**config.mk**
```make
export PLATFORM = sky130hd
export DESIGN_NAME = mem_arbiter
export DESIGN_NICKNAME = d
export VERILOG_FILES = /design/src/rtl/mem_arbiter.sv
export SDC_FILE = /design/constraint.sdc
export NUM_CORES = 1
export LEC_CHECK = 0
export CORE_AREA = 2 2 165 167
export CTS_CLUSTER_SIZE = 14
export DETAILED_ROUTE_END_ITERATION = 6
export DIE_AREA = 0 0 167 169
export DONT_BUFFER_PORTS = 1
export PLACE_DENSITY = 0.37
export SLEW_MARGIN = 5
export SYNTH_ARGS = -nofsm -noshare
export SYNTH_HDL_FRONTEND = slang
export SYNTH_SLANG_ARGS = --single-unit
```
**constraint.sdc**
```tcl
create_clock -name CLK -period 1.7 [get_ports CLK]
set_input_delay 0.17 -clock CLK [delete_from_list [all_inputs] [get_ports CLK]]
set_output_delay 0.17 -clock CLK [all_outputs]
set_load 0.005 [all_outputs]
```
**src/rtl/mem_arbiter.sv**
```systemverilog
// mem_arbiter: fair round-robin arbiter serializing per-core instruction/data requests onto a single-port RAM
module mem_arbiter #(
  parameter int CPUS = 2
) (
  input  logic                   CLK,
  input  logic                   nRST,
  input  logic [CPUS-1:0]        iREN,
  input  logic [CPUS-1:0]        dREN,
  input  logic [CPUS-1:0]        dWEN,
  input  logic [CPUS-1:0][31:0]  iaddr,
  input  logic [CPUS-1:0][31:0]  daddr,
  input  logic [CPUS-1:0][31:0]  dstore,
  output logic [CPUS-1:0]        iwait,
  output logic [CPUS-1:0]        dwait,
  output logic [CPUS-1:0][31:0]  iload,
  output logic [CPUS-1:0][31:0]  dload,
  output logic                   ramREN,
  output logic                   ramWEN,
  output logic [31:0]            ramaddr,
  output logic [31:0]            ramstore,
  input  logic [31:0]            ramload,
  input  logic [1:0]             ramstate
);
  localparam int IW = CPUS > 1 ? $clog2(CPUS) : 1;
  localparam logic [IW:0] NC = (IW+1)'(CPUS);
  localparam logic [IW-1:0] LAST = IW'(CPUS - 1);
  localparam logic [1:0] ACCESS = 2'd2;
  typedef enum logic [1:0] {IDLE, DATA, INSTR} state_t;
  state_t state, state_n;
  logic [IW-1:0] owner, owner_n, iptr, iptr_n, dptr, dptr_n, ipick, dpick, nxt;
  logic [IW:0] dsum, isum;
  logic wr, wr_n, dfound, ifound, dheld;
  logic [31:0] addr_r, addr_n, store_r, store_n;
  logic [CPUS-1:0] dreq;
  assign dreq = dREN | dWEN;
  assign nxt = owner == LAST ? '0 : owner + 1'b1;
  assign dheld = wr ? dWEN[owner] : dREN[owner];
  assign ramREN = state == INSTR || (state == DATA && !wr);
  assign ramWEN = state == DATA && wr;
  assign ramaddr = addr_r;
  assign ramstore = store_r;
  assign iload = {CPUS{ramload}};
  assign dload = {CPUS{ramload}};
  // round-robin search upward from each class pointer with wrap-around
  always_comb begin
    dpick = dptr;
    ipick = iptr;
    dfound = 1'b0;
    ifound = 1'b0;
    dsum = '0;
    isum = '0;
    for (int i = 0; i < CPUS; i++) begin
      dsum = {1'b0, dptr} + (IW+1)'(i);
      isum = {1'b0, iptr} + (IW+1)'(i);
      dsum = dsum >= NC ? dsum - NC : dsum;
      isum = isum >= NC ? isum - NC : isum;
      if (!dfound && dreq[dsum[IW-1:0]]) begin
        dfound = 1'b1;
        dpick = dsum[IW-1:0];
      end
      if (!ifound && iREN[isum[IW-1:0]]) begin
        ifound = 1'b1;
        ipick = isum[IW-1:0];
      end
    end
  end
  // next-state, grant latching and per-core wait release
  always_comb begin
    state_n = state;
    owner_n = owner;
    wr_n = wr;
    addr_n = addr_r;
    store_n = store_r;
    iptr_n = iptr;
    dptr_n = dptr;
    iwait = '1;
    dwait = '1;
    case (state)
      IDLE: begin
        if (dfound) begin
          state_n = DATA;
          owner_n = dpick;
          wr_n = dWEN[dpick];
          addr_n = daddr[dpick];
          store_n = dstore[dpick];
        end else if (ifound) begin
          state_n = INSTR;
          owner_n = ipick;
          wr_n = 1'b0;
          addr_n = iaddr[ipick];
          store_n = '0;
        end
      end
      DATA: begin
        if (!dheld) state_n = IDLE;
        else if (ramstate == ACCESS) begin
          dwait[owner] = 1'b0;
          dptr_n = nxt;
          state_n = IDLE;
        end
      end
      INSTR: begin
        if (!iREN[owner]) state_n = IDLE;
        else if (ramstate == ACCESS) begin
          iwait[owner] = 1'b0;
          iptr_n = nxt;
          state_n = IDLE;
        end
      end
      default: state_n = IDLE;
    endcase
  end
  // state, owner and RAM-facing registers; reset clears any in-flight access
  always_ff @(posedge CLK) begin
    if (!nRST) begin
      state <= IDLE;
      owner <= '0;
      wr <= 1'b0;
      addr_r <= '0;
      store_r <= '0;
      iptr <= '0;
      dptr <= '0;
    end else begin
      state <= state_n;
      owner <= owner_n;
      wr <= wr_n;
      addr_r <= addr_n;
      store_r <= store_n;
      iptr <= iptr_n;
      dptr <= dptr_n;
    end
  end
endmodule

```
==> impl_summary.md, run 1 <==
Layout
Leaving out fill and tap cells, the most frequent cell in the layout is dfxtp_1. The relative area change from synthesis to final layout is -2.028%. In the layout the commonest cells are dfxtp_1 (69), or3_1 (62), o2bb2ai_1 (33). In the final layout, the share of cells above drive strength 1 is 24.93%. The final layout contains 586 nets.

Worst setup path
The sort of element at the start of the critical path is a register. The startpoint identified for the worst register-to-register timing path is iptr. For the worst flop-to-flop path, the logic depth is 4. The signal arrival time at the worst endpoint is 1.48 ns.

In this run the worst path has a maximum fanout of 7. The endpoint of the lowest-slack register-to-register path is ramaddr[26]. The setup check on the worst reg-to-reg path leaves a slack of 0.06 ns. The critical path class is register to primary output.

The required time of the worst setup path is 1.53 ns. The kind of end point of the critical path is a primary output.

Drt
The number of routed nets with antenna violations is 0. The via count of the routed design is 3318. Routed signal wires occupy layers up through met4.

The residual DRC count is 0. The first routing iteration left 199 violations. After detailed routing, the total wire length is 15.48 mm. The routed wire length per instance is 22.12 µm. The met2 wire length is 7.562 mm. The total routed wire length on the met1 layer is 6.174 mm. The average vias per placed instance is 4.740.

The met3 wire length is 1.241 mm. The pre-antenna-repair detailed-routing pass consisted of 6 iterations.

Timing
The relative slew slack is 70.59%. The final number of hold-violating endpoints was 0. The clock arrives with 0.006361 ns of skew.

The final critical path takes up a little over nine tenths of the cycle. The final count of negative-setup-slack endpoints is 0. Counting I/O delays and the setup requirement, the final critical path takes 1.648 ns. Once routing completed, OpenROAD measured the worst setup slack at roughly 0.052 ns.

The number of max-slew violations in the final report is 0. Derived from the worst setup path, the maximum achievable clock frequency is 606.7 MHz. For the pin with the worst max-slew slack, the measured transition is 0.4394 ns. Setup total negative slack on the finished layout was measured at 0 ns.

Power
The net switching power figure is 1.301 mW. The logic gate share of total power is 14.5%. In this run the power density over the cells is 1009 nW/µm².

The proportion of power drawn by the clock network is 41.6%. Internal power comes to 3.152 mW. Net switching is 29.21% of the power.

The total leakage power is 1.367 nW. The peak supply drop is roughly 270 µV. Sequential cells account for 43.9% of the total power.

Die
The floorplan step defined a die boundary enclosing ~28000 µm². After floorplanning, the core was sized to cover 26500 µm². The number of placement rows is 60. The die is about 170 µm tall.

The total I/O pin count is 432. From left edge to right edge, the die measures 167 µm. The starting density of the core is 17.00%.

Clock network
Counting along the longest clock path gives a buffer depth of 2. At the later pin of the worst-skew pair, clock insertion delay measures 0.34 ns. In this run, CTS created clock tree buffers numbering 9.

Post-CTS timing repair inserted 0 buffers for setup. The number of H-tree levels is 3. The clock drives 70 sinks. The master cell of the clock root buffer is clkbuf_16.

Clock-pin slew was measured on the worst setup and hold paths at 0.06 ns. TritonCTS built the clock tree.

GRT
The number of antenna violations at the first check in global routing is 1. The pin count of the biggest net entering global routing is 50. The global route total overflow is 0. The first global-routing pass estimated 21.97 mm of wire.

The number of global-route vias before repair is 3431. The total track usage is 10.25%.

Synth
The number of enable flip-flop cells after synthesis is 0. The number of warnings issued by yosys is 0. The distinct cell type count of the synthesized netlist is 38. Of all flip-flops after synthesis, the portion carrying an async set or reset was 0%. The flip-flop and latch count after synthesis is 70. In the synthesized netlist the dominant register cell turns out to be dfxtp_1.

The top cell type's share of synthesized area is 31.11%. The sequential cell area fraction in the yosys report is between 30% and 40%. After synthesis the cells add up to 4504 µm².

By area the synthesized netlist is led by dfxtp_1 (31%), buf_4 (21%), or3_1 (8.8%), o221a_2 (7.8%), a32o_1 (6.9%). Summed over all instances, the cell type with the most area after synthesis is dfxtp_1. A synthesized cell averages 9.345 µm². The total nets after synthesis is 716. The number of cells produced by synthesis is 482.

Placement
The final weighted congestion of routability-driven global placement is 0.7317. The port buffer count is 0. The HPWL after detailed placement is 11.76 mm. At the placement stage, the worst setup path has a slack of 0.02121 ns.

Run status
The run finished with clean final reports.

Worst hold path
The path class of the tightest hold or removal check is input port to register. Counting instances, the worst hold path has a depth of 2. For hold timing, the worst endpoint is ramstore[1]. The worst hold path begins at dstore[33].

Run
The tool flagged a number of max-cap violations equal to 0.
per-stage QoR:
step	power, mW	cell area (µm²)	std cells	hold slack, ns	util (%)
2_1_floorplan	2.620	4504	482	0.2917	-
3_3_place_gp	2.626	4086	681	0.2990	15.42
3_5_place_dp	2.644	4086	681	0.3039	15.42
4_1_cts	4.568	4385	698	0.01362	16.55
5_1_grt	4.688	4408	698	0.01942	16.63
6_report	4.453	4413	700	0.03232	16.65
routing by layer:
| metal | up-vias | global-route usage, % |
|---|---|---|
| met1 | 1615 | 12.12 |
| li1 | 1458 | - |
| met5 | - | 0 |
| met3 | 53 | 3.624 |
| met4 | 0 | 4.873 |
| met2 | 192 | 16.60 |
area by class of cell:
class / instances / area (µm²)
clock buffers: 10 / 239.0
fillers: 2951 / 22090
diodes: 2 / 5.005
clock inverters: 6 / 43.79
well taps: 341 / 426.7
multi-input cells: 242 / 1996
repair buffers: 27 / 292.8
flip-flops and latches: 70 / 1403
inverters: 2 / 7.507
worst max path at each step:
stage / slack (ns) / cells after the start / to / start
final: 0.05 / 4 / iwait[0] / owner
after global routing: -0.003 / 4 / iwait[0] / owner
after CTS: 0.0009 / 4 / iwait[0] / state[1]
after detailed placement: 0.02 / 5 / ramaddr[15] / iREN[1]
after global placement: 0.02 / 5 / ramaddr[26] / iREN[1]
after floorplan: 0.09 / 5 / ramaddr[0] / dWEN[0]
critical path: stages (launching register included):
cell and delay (ns):
dfxtp_2 0.33, buf_4 0.16, mux2_2 0.22, nand2_1 0.08, or3_4 0.35
Yosys cell counts, types with 2 or more instances:
cell and n:
a21o_1 3, a21oi_1 4, a22oi_1 32, a32o_1 31, and2_1 2, and3_1 2
buf_2 10, buf_4 128, buf_6 6, clkbuf_1 24, dfxtp_1 70, inv_1 2
mux2_2 2, nand2_1 4, nand2b_1 3, nor2_1 6, nor2b_1 5, nor3b_1 2
o21ai_0 3, o221a_2 31, o2bb2ai_1 33, or3_1 63
power groups by stage:
stage | clock network, mW | logic (mW) | registers (mW)
5_1_grt | 2.00 | 0.715 | 1.97
4_1_cts | 1.95 | 0.655 | 1.96
6_report | 1.85 | 0.646 | 1.95
3_3_place_gp | 0 | 0.630 | 2.00
2_1_floorplan | 0 | 0.684 | 1.94
3_5_place_dp | 0 | 0.651 | 1.99
cell families (layout without fill, tap and decap cells):
| group | Yosys count | count (layout) | share of synthesized area, % |
|---|---|---|---|
| buf+inv | 170 | 45 | 26.11 |
| compound gates | 147 | 147 | 29.33 |
| simple gates | 92 | 92 | 12.44 |
| flops | 70 | 70 | 31.11 |
| mux | 3 | 3 | 0.9999 |
| other cells | 0 | 2 | 0 |
registers in the layout, indices dropped and copies added (netlist names):
name      count
ramaddr      32
ramstore     32
state         2
dptr          1
iptr          1
owner         1
wr            1
timing repair:
| item | CTS | global route |
|---|---|---|
| cloned | 0 | 0 |
| hold buffers | 1 | 0 |
| setup endpoints to repair | 2 | 3 |
| resized for setup | 2 | 5 |
| endpoints found under the hold margin | 6 | 0 |
(Power assumes the default switching activity.)
==> run 2, diff against run 1 <==
--- a/config.mk
+++ b/config.mk
@@ -11,7 +11,7 @@
 export DIE_AREA = 0 0 167 169
 export DONT_BUFFER_PORTS = 1
 export PLACE_DENSITY = 0.37
-export SLEW_MARGIN = 5
+export REMOVE_ABC_BUFFERS = 1
 export SYNTH_ARGS = -nofsm -noshare
 export SYNTH_HDL_FRONTEND = slang
 export SYNTH_SLANG_ARGS = --single-unit
==> impl_summary.md, run 2 (synthesized netlist as in run 1, its figures left out) <==
Drt
The number of routed nets with antenna violations came to 0 (unchanged). The detailed router's first-iteration violation count is 236 (was 199). The total wirelength of the detailed-routed design is 20.46 mm (was 15.48 mm). The via count of the routed design is 3518 (was 3318).

The average vias per placed instance is 5.099 (was 4.740). The routed wire length per instance was 29.65 µm (was 22.12 µm). The detailed-router iteration count before antenna repair came to 6 (unchanged). The residual DRC count was 0 (unchanged).

Timing
The final count of negative-setup-slack endpoints came to 0 (unchanged). The achievable frequency was 608.7 MHz (was 606.7 MHz). The clock skew after layout is 0.01163 ns (was 0.006361 ns).

The accumulated negative setup slack is 0 ns (unchanged). The final period utilization is 96.63% (was 96.95%). The number of max-slew violations in the final report is 0 (unchanged).

Setup repair after global routing could not meet its margin everywhere. The relative slew slack is 74.12% (was 70.59%). The worst hold slack across all endpoints was 0.02843 ns (was 0.03232 ns). The slew at the pin closest to its max-slew limit is 0.3867 ns (was 0.4394 ns). The final number of hold-violating endpoints came to 0 (unchanged). The minimum clock period after layout is 1.643 ns (was 1.648 ns).

Power
The sum of internal, switching and leakage power is 4.608 mW (was 4.453 mW). The areal power density over the cells is 1054 nW/µm² (was 1009 nW/µm²). The peak supply drop was 376.4 µV (was 271.6 µV). The total leakage power is 1.340 nW (was 1.367 nW).

Die
The total I/O pin count was 432 (unchanged). The starting density of the core is 17.00% (unchanged). The full die area is 28220 µm² (unchanged). The area inside the core boundary was 26500 µm² (unchanged).

The die height came to 169 µm (unchanged). The number of placement rows is 60 (unchanged). The die width is 167 µm (unchanged).

GRT
The global route total overflow came to 0 (unchanged). The pin count of the biggest net entering global routing came to 66 (was 50). The number of global-route vias before repair came to 3542 (was 3431). The total track usage is 13.91% (was 10.25%). The first-pass GRT wire length came to 27.16 mm (was 21.97 mm). The number of antenna violations at the first check in global routing came to 1 (unchanged).

Layout
The leading cell type in the layout, fill and taps excluded is dfxtp_1 (unchanged). The multi-input gate area in the final layout is 1971 µm² (was 1996 µm²). The relative area change from synthesis to final layout is -2.972% (was -2.028%). Highest-count cells in the layout ignoring fill and taps: dfxtp_1 (68), or3_1 (62), o2bb2ai_1 (33) (was dfxtp_1 (69), or3_1 (62), o2bb2ai_1 (33)).

The fill cell instance count of the final layout is 2926 (was 2951). The final design utilization was 16.49% (was 16.65%). The final non-filler cell total was 690 (was 700). The sequential standard cell area is 1404 µm² (was 1403 µm²). The number of nets in the layout is 577 (was 586). The share of cells above drive strength 1 came to 22.41% (was 24.93%).

Clock network
The clock slew seen by the registers of the worst setup and hold paths is 0.07 ns (was 0.06 ns). The master cell of the clock root buffer is clkbuf_16 (unchanged). The clock net sink count is 70 (unchanged). The clock latency reported for the late side of the worst-skew pair is 0.34 ns (about the same). The clock tree from TritonCTS is yes (unchanged). The number of buffers between clock root and the deepest sink was 2 (unchanged). The number of buffers created by CTS is 9 (unchanged). The number of H-tree levels is 3 (unchanged).

Worst setup path
The critical path class is register to primary output (unchanged). The maximum fanout along the worst path is 3 (was 7). The startpoint of the most critical register-to-register path is state[0] (was iptr). The required time of the worst setup path is 1.53 ns (about the same).

The kind of end point of the critical path is a primary output (unchanged). The signal arrival time at the worst endpoint came to 1.47 ns (was 1.48 ns). The worst setup path startpoint was owner (unchanged). The cell with the biggest individual delay on the critical path was mux4_2 (was or3_4). The sort of element at the start of the critical path was a register (unchanged).

The peak per-stage delay on the critical path is 0.51 ns (was 0.35 ns). Cell-by-cell trace of the critical path: mux4_2 -> and3_4 -> nand2_1 (was buf_4 -> mux2_2 -> nand2_1 -> or3_4).

Worst hold path
The startpoint of the most critical hold path was dstore[63] (was dstore[33]). The class of the worst hold path is input port to register (unchanged).

Placement
The cell count after placement is 671 (was 681). The HPWL reported at the end of detailed placement is 16.30 mm (was 11.76 mm). The port buffer count was 0 (unchanged). The final weighted congestion of routability-driven global placement is 0.8161 (was 0.7317).

Run status
Run status: finished clean (unchanged).

Run
The number of max-cap violations is 0 (unchanged).
==> run 2: worst max-delay path: cells and delay by family, from the launching register on <==
family           cells  cell delay, ns
DFF                  1            0.34
muxes                1            0.51
and+or+nand+nor      2            0.28
==> run 2: what timing repair did <==
action                                 4_1_cts  5_1_grt
pin swaps                                    0        0
cloned                                       0        0
setup buffers                                0        1
endpoints found under the hold margin        6        0
setup endpoints to repair                    3        3
resized for setup                            3        3
hold buffers                                 1        0
==> run 2: through the flow <==
step                      cell area, µm²  setup slack (ns)
after global routing                4370        -0.0007312
after floorplan                     3336            -1.550
final                               4370           0.05729
after global placement              4021           0.08922
after CTS                           4353         0.0007798
after detailed placement            4021           0.06713
==> run 2: area by class of cell <==
class	count	area share [%]
clock buffers	12	5.869
multi-input cells	242	45.09
inverters	2	0.1718
flip-flops and latches	70	32.12
clock inverters	4	1.202
repair buffers	18	5.726
well taps	341	9.762
diodes	1	0.05726
==> run 2: final timing paths <==
path | endpoint | slack, ns | cells past startpoint
min reg2reg | ramstore[31] | 0.49 | 1
max reg2reg | ramaddr[4] | 0.09 | 6
max | dwait[1] | 0.06 | 3
min | ramstore[31] | 0.03 | 2
==> run 2: metal layers <==
layer / track usage (%) / wire length [µm] / vias to the layer above
met5: 6.261 / 160 / -
met4: 4.760 / 476 / 4
met3: 11.48 / 3764 / 34
met2: 22.58 / 9338 / 393
met1: 12.58 / 6719 / 1649
li1: - / - / 1438
==> run 2: report_power, final <==
group | switching (mW) | internal (mW)
Combinational | 0.322 | 0.297
Sequential | 0.144 | 1.81
Clock | 0.810 | 1.23
